`src/rtl/gen3_packet_assembler.sv`:
```
// Gen3 packet assembler: splits the 8-lane byte stream into per-packet segments, stores them in a
// FIFO and exposes a packet only once its end marker has been seen. EDB, overflowed and malformed
// packets are rolled back to the committed pointer and never reach the consumer.
// Optional statistics counters are enabled with `define GEN3_ASM_STATS_EN.
module gen3_packet_assembler #(
  parameter  int unsigned DEPTH = 16,
  localparam int unsigned PTR_W = $clog2(DEPTH) + 1
) (
  input  logic        clk,
  input  logic        rst_n,
  input  logic [63:0] Data_in,
  input  logic [7:0]  valid,
  input  logic [7:0]  tlpstart,
  input  logic [7:0]  tlpend,
  input  logic [7:0]  tlpedb,
  input  logic [7:0]  dlpstart,
  input  logic [7:0]  dlpend,
  output logic [63:0] out_data,
  output logic [7:0]  out_keep,
  output logic        out_sop,
  output logic        out_eop,
  output logic        out_ptype,
  output logic        out_valid,
  input  logic        out_ready,
  output logic        err_proto,
  output logic        err_ovf
`ifdef GEN3_ASM_STATS_EN
  ,
  output logic [15:0] tlp_cnt,
  output logic [15:0] null_cnt,
  output logic [15:0] drop_cnt
`endif
);

  localparam int unsigned AW = PTR_W - 1;

  typedef enum logic [1:0] {StIdle, StTlp, StDllp, StDiscard} state_e;

  typedef struct packed {
    logic [63:0] data;
    logic [7:0]  keep;
    logic        sop;
    logic        eop;
    logic        ptype;
  } entry_t;

  state_e             st_q, st_d;
  logic [PTR_W-1:0]   wr_ptr_q, wr_ptr_d, cmt_ptr_q, cmt_ptr_d, rd_ptr_q, rd_ptr_d;
  logic               err_proto_q, err_proto_d, err_ovf_q, err_ovf_d;
  logic [1:0]         we;
  logic [AW-1:0]      wa [2];
  entry_t             wd [2];
  entry_t             mem_q [DEPTH];
  entry_t             head;
  logic               pop;

`ifdef GEN3_ASM_STATS_EN
  logic ev_tlp, ev_null, ev_drop;
`endif

  // Lane scan: walks lanes 0..7 updating a working copy of the state and pointers; index 8 flushes
  // the still-open segment of a packet that continues into the next cycle.
  always_comb begin
    state_e           st;
    logic [PTR_W-1:0] wp, cp;
    logic [7:0]       seg_keep;
    logic [63:0]      dmask;
    logic             seg_sop, seg_ptype, stop, close, eop, good;
    logic [1:0]       wcnt;
    logic [2:0]       li;
    we          = '0;
    wa[0]       = '0;
    wa[1]       = '0;
    wd[0]       = '0;
    wd[1]       = '0;
    err_proto_d = 1'b0;
    err_ovf_d   = 1'b0;
`ifdef GEN3_ASM_STATS_EN
    ev_tlp  = 1'b0;
    ev_null = 1'b0;
    ev_drop = 1'b0;
`endif
    st        = st_q;
    wp        = wr_ptr_q;
    cp        = cmt_ptr_q;
    seg_keep  = '0;
    dmask     = '0;
    // An open packet has written nothing yet exactly when wr_ptr still equals cmt_ptr.
    seg_sop   = (wr_ptr_q == cmt_ptr_q);
    seg_ptype = (st_q == StDllp);
    stop      = 1'b0;
    wcnt      = '0;
    good      = 1'b0;
    for (int i = 0; i < 9; i++) begin
      li    = i[2:0];
      close = 1'b0;
      eop   = 1'b0;
      if (i < 8) begin
        if (!stop && valid[li]) begin
          if (tlpstart[li] || dlpstart[li]) begin
            if (st == StTlp || st == StDllp) begin
              wp          = cp;
              err_proto_d = 1'b1;
`ifdef GEN3_ASM_STATS_EN
              ev_drop = 1'b1;
`endif
            end
            if (wcnt == 2'd2) begin
              // Third segment in one cycle: drop the rest of the cycle.
              err_proto_d = 1'b1;
              stop        = 1'b1;
              st          = StDiscard;
`ifdef GEN3_ASM_STATS_EN
              ev_drop = 1'b1;
`endif
            end else begin
              st        = tlpstart[li] ? StTlp : StDllp;
              seg_sop   = 1'b1;
              seg_ptype = !tlpstart[li];
            end
            seg_keep = '0;
          end
          if (!stop && (st == StTlp || st == StDllp)) seg_keep[li] = 1'b1;
          if (!stop && (tlpend[li] || tlpedb[li] || dlpend[li])) begin
            unique case (st)
              StIdle:    err_proto_d = 1'b1;
              StDiscard: st = StIdle;
              default: begin
                good = (st == StTlp) ? tlpend[li] : dlpend[li];
                if (good) begin
                  close = 1'b1;
                  eop   = 1'b1;
                end else begin
                  if (st == StTlp && tlpedb[li]) begin
`ifdef GEN3_ASM_STATS_EN
                    ev_null = 1'b1;
`endif
                  end else begin
                    err_proto_d = 1'b1;
`ifdef GEN3_ASM_STATS_EN
                    ev_drop = 1'b1;
`endif
                  end
                  wp       = cp;
                  st       = StIdle;
                  seg_keep = '0;
                end
              end
            endcase
          end
        end
      end else if (!stop && (st == StTlp || st == StDllp) && seg_keep != '0) begin
        close = 1'b1;
      end
      if (close) begin
        if ((wp - rd_ptr_q) == PTR_W'(DEPTH)) begin
          wp        = cp;
          err_ovf_d = 1'b1;
          st        = eop ? StIdle : StDiscard;
`ifdef GEN3_ASM_STATS_EN
          ev_drop = 1'b1;
`endif
        end else begin
          for (int b = 0; b < 8; b++) dmask[8*b +: 8] = {8{seg_keep[b]}};
          we[wcnt[0]]       = 1'b1;
          wa[wcnt[0]]       = wp[AW-1:0];
          wd[wcnt[0]].data  = Data_in & dmask;
          wd[wcnt[0]].keep  = seg_keep;
          wd[wcnt[0]].sop   = seg_sop;
          wd[wcnt[0]].eop   = eop;
          wd[wcnt[0]].ptype = seg_ptype;
          wp      = wp + PTR_W'(1);
          wcnt    = wcnt + 2'd1;
          seg_sop = 1'b0;
          if (eop) begin
            cp = wp;
            st = StIdle;
`ifdef GEN3_ASM_STATS_EN
            ev_tlp = !seg_ptype;
`endif
          end
        end
        seg_keep = '0;
      end
    end
    st_d      = st;
    wr_ptr_d  = wp;
    cmt_ptr_d = cp;
    rd_ptr_d  = rd_ptr_q + PTR_W'(pop);
  end

  // Control state and pointers
  always_ff @(posedge clk or negedge rst_n) begin
    if (!rst_n) begin
      st_q        <= StIdle;
      wr_ptr_q    <= '0;
      cmt_ptr_q   <= '0;
      rd_ptr_q    <= '0;
      err_proto_q <= 1'b0;
      err_ovf_q   <= 1'b0;
    end else begin
      st_q        <= st_d;
      wr_ptr_q    <= wr_ptr_d;
      cmt_ptr_q   <= cmt_ptr_d;
      rd_ptr_q    <= rd_ptr_d;
      err_proto_q <= err_proto_d;
      err_ovf_q   <= err_ovf_d;
    end
  end

  // Segment storage; the two write slots never target the same entry
  always_ff @(posedge clk) begin
    if (we[0]) mem_q[wa[0]] <= wd[0];
    if (we[1]) mem_q[wa[1]] <= wd[1];
  end

  // Head-of-FIFO outputs, forced to zero while nothing is committed
  always_comb begin
    head      = mem_q[rd_ptr_q[AW-1:0]];
    out_valid = (rd_ptr_q != cmt_ptr_q);
    pop       = out_valid & out_ready;
    out_data  = out_valid ? head.data  : '0;
    out_keep  = out_valid ? head.keep  : '0;
    out_sop   = out_valid ? head.sop   : 1'b0;
    out_eop   = out_valid ? head.eop   : 1'b0;
    out_ptype = out_valid ? head.ptype : 1'b0;
    err_proto = err_proto_q;
    err_ovf   = err_ovf_q;
  end

`ifdef GEN3_ASM_STATS_EN
  logic [15:0] tlp_cnt_q, tlp_cnt_d, null_cnt_q, null_cnt_d, drop_cnt_q, drop_cnt_d;

  // Saturating event counters
  always_comb begin
    tlp_cnt_d  = tlp_cnt_q  + 16'((ev_tlp  && tlp_cnt_q  != 16'hFFFF) ? 1 : 0);
    null_cnt_d = null_cnt_q + 16'((ev_null && null_cnt_q != 16'hFFFF) ? 1 : 0);
    drop_cnt_d = drop_cnt_q + 16'((ev_drop && drop_cnt_q != 16'hFFFF) ? 1 : 0);
    tlp_cnt    = tlp_cnt_q;
    null_cnt   = null_cnt_q;
    drop_cnt   = drop_cnt_q;
  end

  // Counter registers
  always_ff @(posedge clk or negedge rst_n) begin
    if (!rst_n) begin
      tlp_cnt_q  <= '0;
      null_cnt_q <= '0;
      drop_cnt_q <= '0;
    end else begin
      tlp_cnt_q  <= tlp_cnt_d;
      null_cnt_q <= null_cnt_d;
      drop_cnt_q <= drop_cnt_d;
    end
  end
`endif

endmodule

```
`config.mk`:
```
export PLATFORM = sky130hd
export DESIGN_NAME = gen3_packet_assembler
export DESIGN_NICKNAME = d
export VERILOG_FILES = /design/src/rtl/gen3_packet_assembler.sv
export SDC_FILE = /design/constraint.sdc
export NUM_CORES = 2
export LEC_CHECK = 0
export CAP_MARGIN = 10
export CORE_MARGIN = 1.5
export CORE_UTILIZATION = 45
export DETAILED_ROUTE_END_ITERATION = 10
export SYNTH_ARGS = -nofsm -noshare
export SYNTH_HDL_FRONTEND = slang
export SYNTH_SLANG_ARGS = --single-unit
export TNS_END_PERCENT = 1
```
`constraint.sdc`:
```
create_clock -name clk -period 97.5 [get_ports clk]
set_clock_uncertainty 0.2 [all_clocks]
set_input_delay 19.5 -clock clk [delete_from_list [all_inputs] [get_ports clk]]
set_output_delay 19.5 -clock clk [all_outputs]
set_load 0.01 [all_outputs]
```
* After elaboration in Yosys (flattened, before gate mapping)
Memories as Yosys holds them, arrays and structs flattened.
Index checks and enable logic that the tools add are counted.
** Word-level totals
- Register bits :: 19
- Memory bits (writable) :: 1200
- Input bits :: 115
- Output and inout port bits :: 78
- Word-level logic and storage cells :: 930
- Memories :: 1
** Memory list
- mem_q :: words 16, width 75, rd ports 1, clocked after memory_dff 0, write ports 2, RTL line 53 : entry_t mem_q [DEPTH];
** Operators by class
- $add $sub $neg :: 26
- Order comparisons :: 32
- Equality and inequality tests :: 60
- Muxes and demuxes :: 653
- Bitwise operators :: 26
- Reduce and logical (&&, ||, !) cells :: 126
** Operator list (count)
- 150-bit bitwise mux :: 40
- 75-bit demux with 1-bit select :: 40
- 150-bit 2-to-1 mux :: 16
- 75-bit 2-to-1 mux :: 10
- 64-bit AND :: 9
- 8-bit 2-to-1 mux :: 61
- 5-bit 2-to-1 mux :: 74
- 1-bit 2-to-1 mux :: 244
- 2-bit 2-to-1 mux :: 101
- 11-bit 2-to-1 mux :: 8
- 8-bit bitwise mux :: 8
- 2-bit equality test, second input constant :: 32
- 64-bit 2-to-1 mux :: 1
- 1-bit logical AND :: 46
- 5-bit by 1-bit adder with 5-bit output, second input constant :: 9
- 5-bit equality test, second input constant :: 9
- 5-bit subtractor :: 9
- 1-bit logical OR :: 41
- 4-bit 2-to-1 mux :: 10
- 2-bit by 1-bit equality test with 1-bit output, second input constant :: 17
- 4-bit demux with 1-bit select :: 8
- 2-bit case mux with 2 select lines :: 8
- 3-bit 2-to-1 mux :: 8
- 1-bit zero test :: 22
- 18 further kinds :: 92

* Depth between registers and ports, before layout
- Depth after elaboration :: 124
- Depth in mapped cells :: 207

* Worst setup path after synthesis
Ideal clock, no wire load.
- Path kind :: input -> register
- From :: input port tlpstart[0]
- To :: memory mem_q[5][0] in the netlist's numbering, enable pin
- Arrival :: 60.467 ns
- Required time :: 96.688 ns
- Path slack :: 36.221 ns
- Stages on the path :: 187
- Path through :: clkbuf_1 > o21bai_1 > inv_1 > ha_1 > o21ai_0 > o211ai_2 > mux2i_1 > inv_1 > ha_1 > or4_1 > a21o_1 > a211oi_2 > or3_1 > buf_2 > o221ai_1 > inv_1 > ha_1 > nor2b_1 > [... 151 more ...] > mux2i_1 > a21o_1 > inv_1 > ha_1 > a21o_1 > a21o_1 > a21oi_1 > xnor2_1 > nor2b_1 > nand2_1 > o221ai_1 > or3_1 > buf_2 > o21ai_2 > buf_2 > o221a_2 > nand2_1 > o21ai_0
** RTL lines
- start, declared :: RTL line 13 : input logic [7:0] tlpstart,
- end, declared :: RTL line 53

==> impl_metrics.toml <==
[timing]
post-route-period-util = 0.695
tightest_slew_ps = 1230
relSlewSlack = 0.176
drv_slew = 0
hold_viol_final = 0
tns_ps = 0
grt_setup_unrepaired = "false"
period_needed_ps = 67760
setup_viol = 0
worst_hold_slack_ps = 466
max_freq_mhz = 14.8

[cells_and_area]
layout.nets = 5243
layout_common_cells = "edfxtp_1, mux2i_1, mux4_2"
nFillCells = 13000
utilization = 0.505
synthToLayoutAreaGrowth_pct = 11.3
final_layout_size_suffix_gt1_frac = 0.162
final_common_cell = "edfxtp_1"

[die]
die_area_mm2 = 0.155
die_x_um = 394
die_y_um = 394
start_util = 0.453
boundaryPins = 193
core_area_mm2 = 0.152
num_rows = 143

[critical_path]
r2r-start = "st_q[0]$_DFF_PN0_"
crit_type = "in -> reg"
rr_worst_depth = 174
critPathTopFamily = "compound AO/OA/AOI/OAI gates"
worstPathArrival_ps = 67930
crit_required_ps = 97670
regToRegSetupSlack_ps = 48470
crit_buf_inv = 18
path_max_fanout = 56
cpMostUsedCell = "ha_1"
cp-end-kind = "flop"
slowest_stage = "buf_4"
cp-start-kind = "primary input"
reg2reg_to = "mem_q[12][20]$_DFFE_PP_"
max_stage_delay_ps = 1010

[clock_network]
postCtsHoldBufs = 0
cts-root-buf = "clkbuf_16"
cts_max_level = 4
clk_pin_slew_worst_paths_ps = 60
clock_latency_ps = 750
cts_buffers = 135
cts_tree = "built"
clock_sinks = 1219
clockBufferDepth = 3
post_cts_buffers = 0
post_cts_resize_count = 0

[routing]
highest_layer = "met5"
wire_per_inst_um = 31.3
wirelength_um = 225000
drc_errors = 0
route.met2.wl_um = 106000
drtIter0Drc = 5307
ant_nets = 0
drt_pass1_iterations = 5
m1WireLength_um = 97000
via_count = 46500
via_per_inst = 6.47
met3_length_um = 16300

[global_route]
track_usage = 0.286
grt_antenna_before_repair = 9
grt_pass1_wl_um = 327000
grt_overflow = 0
grt_pass1_vias = 45700
grt_max_degree = 105

[pwr]
peakVddDrop_uv = 43.9
p_sw_frac = 0.441
pwr-share-clk = 0.173
switchingPower_mw = 1.24
pwr-share-comb = 0.535
p_per_area_mw_per_mm2 = 36.7
seqPwrFrac = 0.291
p_int_mw = 1.57
power_leakage_nw = 27.9

[synthesis]
synth_compound_area_frac = 0.0835
synth_async_sr_flop_share = 0.0156
synthDistinctLibCells = 116
syn_inst = 5062
synth-simple-area-share = 0.0742
synth_nets = 5255
synth-xor-area-share = 0.00727
synth-adder-area-share = 0.0146
synth_area_per_cell_um2 = 13.6
ys_seq_elements = 1219
synth_top_flop_cell = "edfxtp_1"
muxShareOfSynthArea = 0.254
ys_warn_count = 0
synth-seq-area-share = 0.530
synth_top_family_by_area = "multiplexers"
synth-edff-count = 1200
synth_area_mm2 = 0.0689

[placed_design]
place.gp.congestion = 0.929
portBuffers = 192
dp_hpwl_um = 135000

[run_status]
outcome = "completed"

[min_path]
hold_path.class = "reg -> reg"
hold-path-endpoint = "rd_ptr_q[3]$_DFF_PN0_"
min_path_cells = 1
min-delay-start = "rd_ptr_q[3]$_DFF_PN0_"

[run]
maxCapViolCount = 0
==> worst register-to-register path, delay by kind of cell, from the launching register on <==
family          cells  cell delay [ps]
mux                12             4390
flops               1              580
compound gates     60            16160
simple gates       52            13610
fa+ha+maj          22             6790
buf+inv            18             4060
xor+xnor           10             2800
==> area by class of cell <==
class | count | area, um2 | share of cell area
sequential | 1219 | 36500 | 0.476
inverter | 85 | 327 | 0.00426
clock inverter | 83 | 618 | 0.00806
clock buffer | 159 | 3520 | 0.0459
antenna | 1 | 2.50 | 0.0000326
timing repair buffer | 311 | 2840 | 0.0370
tap | 2030 | 2540 | 0.0331
multi-input combinational | 3298 | 30300 | 0.395
==> how the worst max path moves through the flow <==
stage	from	to	cells after the start
finish	dlpstart[0]	mem_q[12][20]$_DFFE_PP_	175
global route	tlpstart[0]	mem_q[12][10]$_DFFE_PP_	181
CTS	dlpstart[0]	mem_q[12][71]$_DFFE_PP_	175
detailed placement	tlpstart[0]	mem_q[12][19]$_DFFE_PP_	175
global placement	dlpstart[0]	mem_q[12][68]$_DFFE_PP_	175
floorplan	tlpstart[0]	mem_q[5][0]$_DFFE_PP_	187
==> flip-flops by register name, indices dropped and copies added (netlist names) <==
name	flops
st_q	2
err_ovf	1
rd_ptr_q	5
err_proto	1
cmt_ptr_q	5
mem_q	1200
wr_ptr_q	5
==> power by group through the flow <==
stage | combinational [mW] | sequential (mW) | clock [mW]
detailed placement | 1.49 | 0.831 | 0
finish | 1.51 | 0.821 | 0.489
floorplan | 0.943 | 0.845 | 0
global placement | 1.49 | 0.828 | 0
global route | 1.59 | 0.830 | 0.513
CTS | 1.49 | 0.821 | 0.495
==> kinds of logic after synthesis <==
logic type	after synthesis
buffers and inverters	545
multiplexers	1279
adder cells (fa/ha/maj)	81
AND/OR/NAND/NOR	1046
flip-flops	1219
XOR/XNOR	55
AO/OA/AOI/OAI	837
==> layer usage <==
metal	up-vias	GRT usage
li1	19800	-
met3	323	0.0414
met2	2105	0.453
met5	-	0
met4	4	0.0780
met1	24300	0.411
==> cells in the mapped netlist (9+ instances only) <==
cell type / count / area, um2
nor3_1: 65 / 325
xnor2_1: 34 / 298
a311oi_1: 11 / 96.3
and3_1: 18 / 113
nand4_1: 11 / 68.8
a31oi_1: 24 / 150
nor4_1: 11 / 68.8
xor2_1: 20 / 175
o22ai_1: 24 / 150
nand3_1: 113 / 566
a21boi_1: 43 / 323
o21ai_0: 104 / 521
inv_1: 78 / 293
mux2i_1: 893 / 8940
o21ai_1: 18 / 90.1
mux2_2: 10 / 113
buf_4: 40 / 300
nor2b_1: 97 / 607
or2_2: 14 / 87.6
ha_1: 78 / 976
and2_1: 23 / 144
a21o_1: 30 / 225
or3_1: 20 / 125
mux4_2: 375 / 8450
o21ai_2: 17 / 149
nand2_1: 240 / 901
nor2_4: 9 / 101
a211oi_1: 29 / 218
buf_1: 34 / 128
clkbuf_1: 250 / 938
edfxtp_1: 1200 / 36000
dfrtp_1: 19 / 475
nand2b_1: 52 / 325
a22oi_1: 10 / 75.1
a21oi_1: 244 / 1220
buf_6: 21 / 236
o31ai_1: 12 / 90.1
a211o_1: 12 / 105
o211ai_1: 38 / 285
o21a_1: 12 / 90.1
buf_2: 112 / 561
a21boi_0: 80 / 601
nor2_1: 326 / 1220
==> stage by stage <==
| stage | total power, mW | instance area (um2) | setup slack [ps] | instances |
|---|---|---|---|---|
| 2_1_floorplan | 1.79 | 68900 | 36220 | 5062 |
| 4_1_cts | 2.81 | 76700 | 30710 | 7185 |
| 3_3_place_gp | 2.31 | 72500 | 31400 | 6943 |
| 5_1_grt | 2.93 | 76700 | 25860 | 7185 |
| 3_5_place_dp | 2.32 | 72500 | 30040 | 6943 |
| 6_report | 2.82 | 76700 | 29740 | 7186 |
Power figures use the tool's default switching activity.
